### config.mk
export PLATFORM = sky130hd
export DESIGN_NAME = retire_map_unit
export DESIGN_NICKNAME = d
export VERILOG_FILES = /design/src/rtl/retire_map_unit_pkg.sv /design/src/rtl/retire_map_unit_phys_free_list.sv /design/src/rtl/retire_map_unit.sv
export SDC_FILE = /design/constraint.sdc
export NUM_CORES = 1
export LEC_CHECK = 0
export BUFFER_PORTS_ARGS = -buffer_cell sky130_fd_sc_hd__buf_2
export CAP_MARGIN = 20
export CORE_ASPECT_RATIO = 2
export CORE_MARGIN = 3
export CORE_UTILIZATION = 25
export DETAILED_ROUTE_END_ITERATION = 10
export SETUP_SLACK_MARGIN = 0.2
export SLEW_MARGIN = 15
export SYNTH_ARGS = -nofsm -noshare
export SYNTH_HDL_FRONTEND = slang
export SYNTH_SLANG_ARGS = --single-unit
### constraint.sdc
create_clock -name clk -period 5 [get_ports clk]
set_input_delay 0.75 -clock clk [delete_from_list [all_inputs] [get_ports clk]]
set_output_delay 0.75 -clock clk [all_outputs]
set_load 0.05 [all_outputs]
### src/rtl/retire_map_unit_pkg.sv
// -----------------------------------------------------------------------------
// retire_map_unit_pkg
//   Shared types and sizes for the commit-side register map and free list.
//   phys_reg_t / arch_reg_t are the physical-tag and architectural-index types.
//   FREE_DEPTH is the number of tags not held by the committed map.
//   FPTR_W is the free-list pointer width, with one extra wrap bit.
// -----------------------------------------------------------------------------
package retire_map_unit_pkg;

  localparam int NUM_PHYS   = 64;
  localparam int NUM_ARCH   = 32;
  localparam int PW         = $clog2(NUM_PHYS);
  localparam int AW         = $clog2(NUM_ARCH);
  localparam int FREE_DEPTH = NUM_PHYS - NUM_ARCH;
  localparam int FPTR_W     = $clog2(FREE_DEPTH) + 1;

  typedef logic [PW-1:0]     phys_reg_t;
  typedef logic [AW-1:0]     arch_reg_t;
  typedef logic [FPTR_W-1:0] fptr_t;

  // Occupancy of a wrap-bit circular buffer: modular difference over full width.
  function automatic fptr_t ptr_count(input fptr_t tail, input fptr_t head);
    return tail - head;
  endfunction

endpackage

### src/rtl/retire_map_unit_phys_free_list.sv
// -----------------------------------------------------------------------------
// retire_map_unit_phys_free_list
//   Circular free list of physical tags. Pushes come from freeing commits,
//   pops from rename allocation. The speculative head moves on allocation.
//   Optional macro RMU_BRANCH_RECOVERY_EN adds an architectural head that moves
//   on each accepted push, and a flush input that rewinds the speculative head
//   onto it.
// Ports
//   clk, rst        clock, synchronous active-high reset
//   push_i          recycle push_pd_i at the tail
//   push_pd_i       superseded physical tag
//   pop_i           rename consumes the tag at the speculative head
//   flush_i         (RMU_BRANCH_RECOVERY_EN only) rewind speculative head
//   alloc_valid_o   list non-empty
//   alloc_pd_o      tag at the speculative head
//   free_count_o    tail - spec_head
// -----------------------------------------------------------------------------
module retire_map_unit_phys_free_list
  import retire_map_unit_pkg::*;
(
  input  logic      clk,
  input  logic      rst,
  input  logic      push_i,
  input  phys_reg_t push_pd_i,
  input  logic      pop_i,
`ifdef RMU_BRANCH_RECOVERY_EN
  input  logic      flush_i,
`endif
  output logic      alloc_valid_o,
  output phys_reg_t alloc_pd_o,
  output fptr_t     free_count_o
);

  phys_reg_t list_q [FREE_DEPTH];
  fptr_t     tail_q, tail_d;
  fptr_t     spec_head_q, spec_head_d;
  fptr_t     count;
  logic      full;
  logic      push_ok;
  logic      pop_ok;
  logic      flush;

`ifdef RMU_BRANCH_RECOVERY_EN
  fptr_t     arch_head_q, arch_head_d;
  assign flush = flush_i;
`else
  assign flush = 1'b0;
`endif

  assign count = ptr_count(tail_q, spec_head_q);
  // Full: same slot index, opposite lap.
  assign full  = (tail_q[FPTR_W-1] != spec_head_q[FPTR_W-1]) &&
                 (tail_q[FPTR_W-2:0] == spec_head_q[FPTR_W-2:0]);

  assign alloc_valid_o = (count != '0);
  assign alloc_pd_o    = list_q[spec_head_q[FPTR_W-2:0]];
  assign free_count_o  = count;

  // A push into a full list is dropped; allocation is blocked during flush.
  assign push_ok = push_i & ~full;
  assign pop_ok  = pop_i & alloc_valid_o & ~flush;

  always_comb begin
    tail_d      = tail_q + fptr_t'(push_ok);
    spec_head_d = spec_head_q + fptr_t'(pop_ok);
`ifdef RMU_BRANCH_RECOVERY_EN
    arch_head_d = arch_head_q + fptr_t'(push_ok);
    // Recovery point includes a freeing commit in the same cycle.
    if (flush) spec_head_d = arch_head_d;
`endif
  end

  always_ff @(posedge clk) begin
    if (rst) begin
      tail_q      <= fptr_t'(FREE_DEPTH);
      spec_head_q <= '0;
`ifdef RMU_BRANCH_RECOVERY_EN
      arch_head_q <= '0;
`endif
      for (int k = 0; k < FREE_DEPTH; k++) begin
        list_q[k] <= phys_reg_t'(NUM_ARCH + k);
      end
    end else begin
      tail_q      <= tail_d;
      spec_head_q <= spec_head_d;
`ifdef RMU_BRANCH_RECOVERY_EN
      arch_head_q <= arch_head_d;
`endif
      if (push_ok) list_q[tail_q[FPTR_W-2:0]] <= push_pd_i;
    end
  end

  a_no_push_when_full: assert property (@(posedge clk) disable iff (rst) !(push_i && full));

endmodule

### src/rtl/retire_map_unit.sv
// -----------------------------------------------------------------------------
// retire_map_unit
//   Commit-side consumer of retired ROB entries. It holds the retirement
//   register file (committed arch->phys map). On a commit that writes a
//   non-zero rd, it recycles the superseded tag into the free list, which feeds
//   rename.
//   Optional macro RMU_BRANCH_RECOVERY_EN adds the flush port. In that build,
//   rrf_map shows the next-state map so that rename can reload its RAT in the
//   same cycle.
// Ports
//   clk, rst        clock, synchronous active-high reset
//   commit_valid    ROB dequeue strobe
//   commit_we       retiring instruction writes rd
//   commit_rd       architectural destination
//   commit_pd       tag allocated to the retiring instruction
//   alloc_req       rename consumes one free tag
//   alloc_valid     free list non-empty
//   alloc_pd        tag offered to rename
//   free_count      number of free tags (0..FREE_DEPTH)
//   rrf_map         flattened map, entry i at [i*PW +: PW]
//   flush           (RMU_BRANCH_RECOVERY_EN only) mispredict recovery
// -----------------------------------------------------------------------------
module retire_map_unit
  import retire_map_unit_pkg::*;
(
  input  logic                   clk,
  input  logic                   rst,
  input  logic                   commit_valid,
  input  logic                   commit_we,
  input  arch_reg_t              commit_rd,
  input  phys_reg_t              commit_pd,
  input  logic                   alloc_req,
  output logic                   alloc_valid,
  output phys_reg_t              alloc_pd,
  output logic [FPTR_W-1:0]      free_count,
`ifdef RMU_BRANCH_RECOVERY_EN
  input  logic                   flush,
`endif
  output logic [NUM_ARCH*PW-1:0] rrf_map
);

  phys_reg_t rrf_q [NUM_ARCH];
  phys_reg_t rrf_d [NUM_ARCH];
  logic      free_commit;
  phys_reg_t old_pd;

  // x0 and non-writing instructions never received a tag from rename.
  assign free_commit = commit_valid & commit_we & (commit_rd != '0);
  assign old_pd      = rrf_q[commit_rd];

  always_comb begin
    for (int i = 0; i < NUM_ARCH; i++) rrf_d[i] = rrf_q[i];
    if (free_commit) rrf_d[commit_rd] = commit_pd;
  end

  always_ff @(posedge clk) begin
    if (rst) begin
      for (int i = 0; i < NUM_ARCH; i++) rrf_q[i] <= phys_reg_t'(i);
    end else begin
      for (int i = 0; i < NUM_ARCH; i++) rrf_q[i] <= rrf_d[i];
    end
  end

  for (genvar g = 0; g < NUM_ARCH; g++) begin : g_map
`ifdef RMU_BRANCH_RECOVERY_EN
    assign rrf_map[g*PW +: PW] = rrf_d[g];
`else
    assign rrf_map[g*PW +: PW] = rrf_q[g];
`endif
  end

  retire_map_unit_phys_free_list u_free_list (
    .clk           (clk),
    .rst           (rst),
    .push_i        (free_commit),
    .push_pd_i     (old_pd),
    .pop_i         (alloc_req),
`ifdef RMU_BRANCH_RECOVERY_EN
    .flush_i       (flush),
`endif
    .alloc_valid_o (alloc_valid),
    .alloc_pd_o    (alloc_pd),
    .free_count_o  (free_count)
  );

endmodule
==> results by group <==
Floorplanning
  • Core Area: 72900 um2
  • Die Wd: 198 um
  • Starting Density: 25.3%
  • Die Y: 390 um
  • Top Ports: 221
  • Row count: 140
  • Total die area: 77200 um2

Worst hold path
  • Min-delay src: rrf_q[2][0]$_SDFFE_PP0P_
  • Hold Path Class: flop to flop

Clocking
  • Hold_buf cts: 0
  • Num CTS Buffers: 38
  • CTS tree: built
  • Clock Pin Slew Worst Setup and Hold Paths: 0.07 ns
  • PostCTS Resize Cnt: 0
  • Max clock buf depth: 3
  • Skew-Pair Late Insertion Delay: 0.57 ns
  • Root buffer cell: clkbuf_16
  • Post CTS Setup Buffer Count: 0
  • H-tree Lvls: 2
  • Clock Sinks: 396

Place
  • Post-DP HPWL: 49.4 mm
  • RePlAce Congestion: 0.908
  • Placed Area: 20300 um2
  • IO buf count: 220

Setup path
  • Crit path launch: u_free_list.spec_head_q[0]$_SDFF_PP0_
  • R2r startpoint: u_free_list.spec_head_q[1]$_SDFF_PP0_
  • Worst Path Max Fanout: 22
  • CP Class: flop to primary output
  • Crit end category: primary output
  • Required time worst endpoint: 4.25 ns
  • Crit path launch type: flop
  • WP data arrival: 3.38 ns

Logic synthesis
  • Leading area contributor after synthesis: edfxtp_1
  • Distinct cells, synth: 65
  • Post-synthesis cell count: 1596
  • Register bit total from synthesis: 396
  • Post-synth EDFFs: 192
  • Sequential fraction of the synthesis area: 53.4%
  • Post-synthesis net count: 1622
  • Synth async-reset ratio: 0%
  • Syn avg cell area: 11.5 um2
  • Yosys warns: 0
  • Cell Area, Synth: 18400 um2
  • Post-synth top flop: dfxtp_1
  • Synth top area cells: edfxtp_1 (31%), dfxtp_1 (22%), mux4_2 (9.2%)
  • Synth top area share: 31.3%

STA
  • Skew final: 0.0358 ns
  • Fmax: 0.242 GHz
  • Total negative slack: 0 ns
  • Worst Tran Pin Value: 1.03 ns
  • RSZ-0062 raised after global routing: no
  • Hold Vio Cnt, Final: 0
  • Final setup violation count: 0
  • Final Slew Violations: 0
  • Period minus WS final: 4.13 ns
  • Fin crit share: 82.6%
  • Worst slew margin: 31.4%

Global routing
  • Initial antenna violation count: 1
  • Largest net degree at the start of global routing: 125
  • Global route overflow: 0
  • First-pass GRT wire length: 94.8 mm
  • GR Util All Layers: 16.6%
  • Number of global-route vias before repair: 14000

Layout
  • Fin area: 21500 um2
  • Antenna fix cells: 0
  • Final nets: 1777
  • Synthesis-to-layout area growth: 16.5%
  • Util after Layout: 29.5%
  • Ratio of cells with drive above 1 in the final layout: 24.6%
  • Filler instances: 7503

Detailed routing
  • Vias: 13800
  • DRC viols: 0
  • First DRT Iteration DRCs: 856
  • ANT nets after route: 0
  • Final WL: 65.4 mm
  • TritonRoute pass-1 iters: 5
  • DR vias/cell: 5.09
  • Routed len/inst: 24.2 um

Power and ir drop
  • Total internal power: 5290 uW
  • Sw frac: 26.5%
  • Maximum VDD drop: 257 uV
  • Pwr dens: 335 nW/um2
  • Tot Pwr: 7200 uW
  • Sequential share of power: 48.6%
  • Power share of the combinational group: 12.1%
  • Clock network power share: 39.3%
  • LEAKAGE: 0.00745 uW
  • Psw: 1910 uW

Run status
  • Outcome: finished clean

Job
  • Max-Cap Viols: 0
==> layout make-up <==
cell class	count	area, um2	area share, %
Tap cell	923	1150	5.38
Inverter	11	41.3	0.192
Clock inverter	17	118	0.548
Clock buffer	49	1070	4.96
Sequential cell	396	9850	45.9
Timing Repair Buffer	252	1400	6.50
Multi-Input combinational cell	1052	7850	36.6
==> final timing paths <==
check                                           to  slack (ns)  cells after the start
max                                    alloc_pd[1]        0.87                      5
min                       rrf_q[2][0]$_SDFFE_PP0P_        0.48                      2
max reg2reg  u_free_list.spec_head_q[4]$_SDFF_PP0_        1.34                     14
min reg2reg               rrf_q[2][0]$_SDFFE_PP0P_        0.48                      2
==> state kept, by name, indices dropped and copies added, names as in the netlist <==
register                 flops
u_free_list.list_q         192
u_free_list.tail_q           6
u_free_list.spec_head_q      6
rrf_q                      192
==> cell usage after synthesis (all sizes together) (10+ instances only) <==
library cell and count:
a211o 67, a21oi 46, and3 33, buf 53
clkbuf 84, dfxtp 204, edfxtp 192, inv 10
mux2i 130, mux4 78, nand2 178, nand2b 36
nand3 88, nand3b 14, nor2 170, nor2b 86
o22ai 24
==> cell usage in the layout, fill, tap and decap left out, drive strengths merged, types with 46 or more instances in the layout <==
master,count
dfxtp,204
edfxtp,192
mux2i,130
a211o,67
nand2,178
nor2b,86
nor2,170
mux4,78
a21oi,46
buf,252
nand3,88
clkbuf,49
==> metrics by stage <==
| stage | hold slack, ns | instances | worst slack (ns) |
|---|---|---|---|
| floorplan | 0.470 | 1596 | 0.809 |
| global placement | 0.460 | 2632 | 1.15 |
| detailed placement | 0.464 | 2632 | 1.13 |
| CTS | 0.476 | 2698 | 0.812 |
| global route | 0.510 | 2700 | 0.701 |
| finish | 0.476 | 2700 | 0.870 |
==> critical path, stage by stage (launching register included) <==
cell and delay (ns):
dfxtp_2 0.88, buf_12 0.29, mux4_2 0.62, mux4_2 0.53
a21o_1 0.23, buf_2 0.22
==> per-layer routing <==
metal | part of all wire [%] | wire length [um] | vias up | track usage, %
li1 | - | - | 6102 | -
met1 | 35 | 23200 | 6941 | 18.0
met2 | 51 | 33600 | 566 | 29.7
met3 | 6.0 | 3900 | 145 | 2.76
met4 | 7.1 | 4670 | 0 | 10.2
met5 | 0 | 0 | - | 0
==> power by group through the flow <==
stage	Combinational (uW)	Clock, uW	Sequential (uW)
2_1_floorplan	610	0	3570
3_3_place_gp	862	0	3570
3_5_place_dp	872	0	3570
4_1_cts	873	2880	3500
5_1_grt	916	2990	3510
6_report	872	2830	3500
==> kinds of logic after synthesis <==
group                      Yosys count  share of synthesized area, %
and+or+nand+nor                    653                          17.9
DFF                                396                          53.4
muxes                              208                          16.7
AOI/OAI and AO/OA                  172                          6.88
buffers and inverters              148                          4.01
adders and majority gates           10                         0.720
xor gates and xnor gates             9                         0.428
Note: power is estimated with default switching activity, not from simulation.
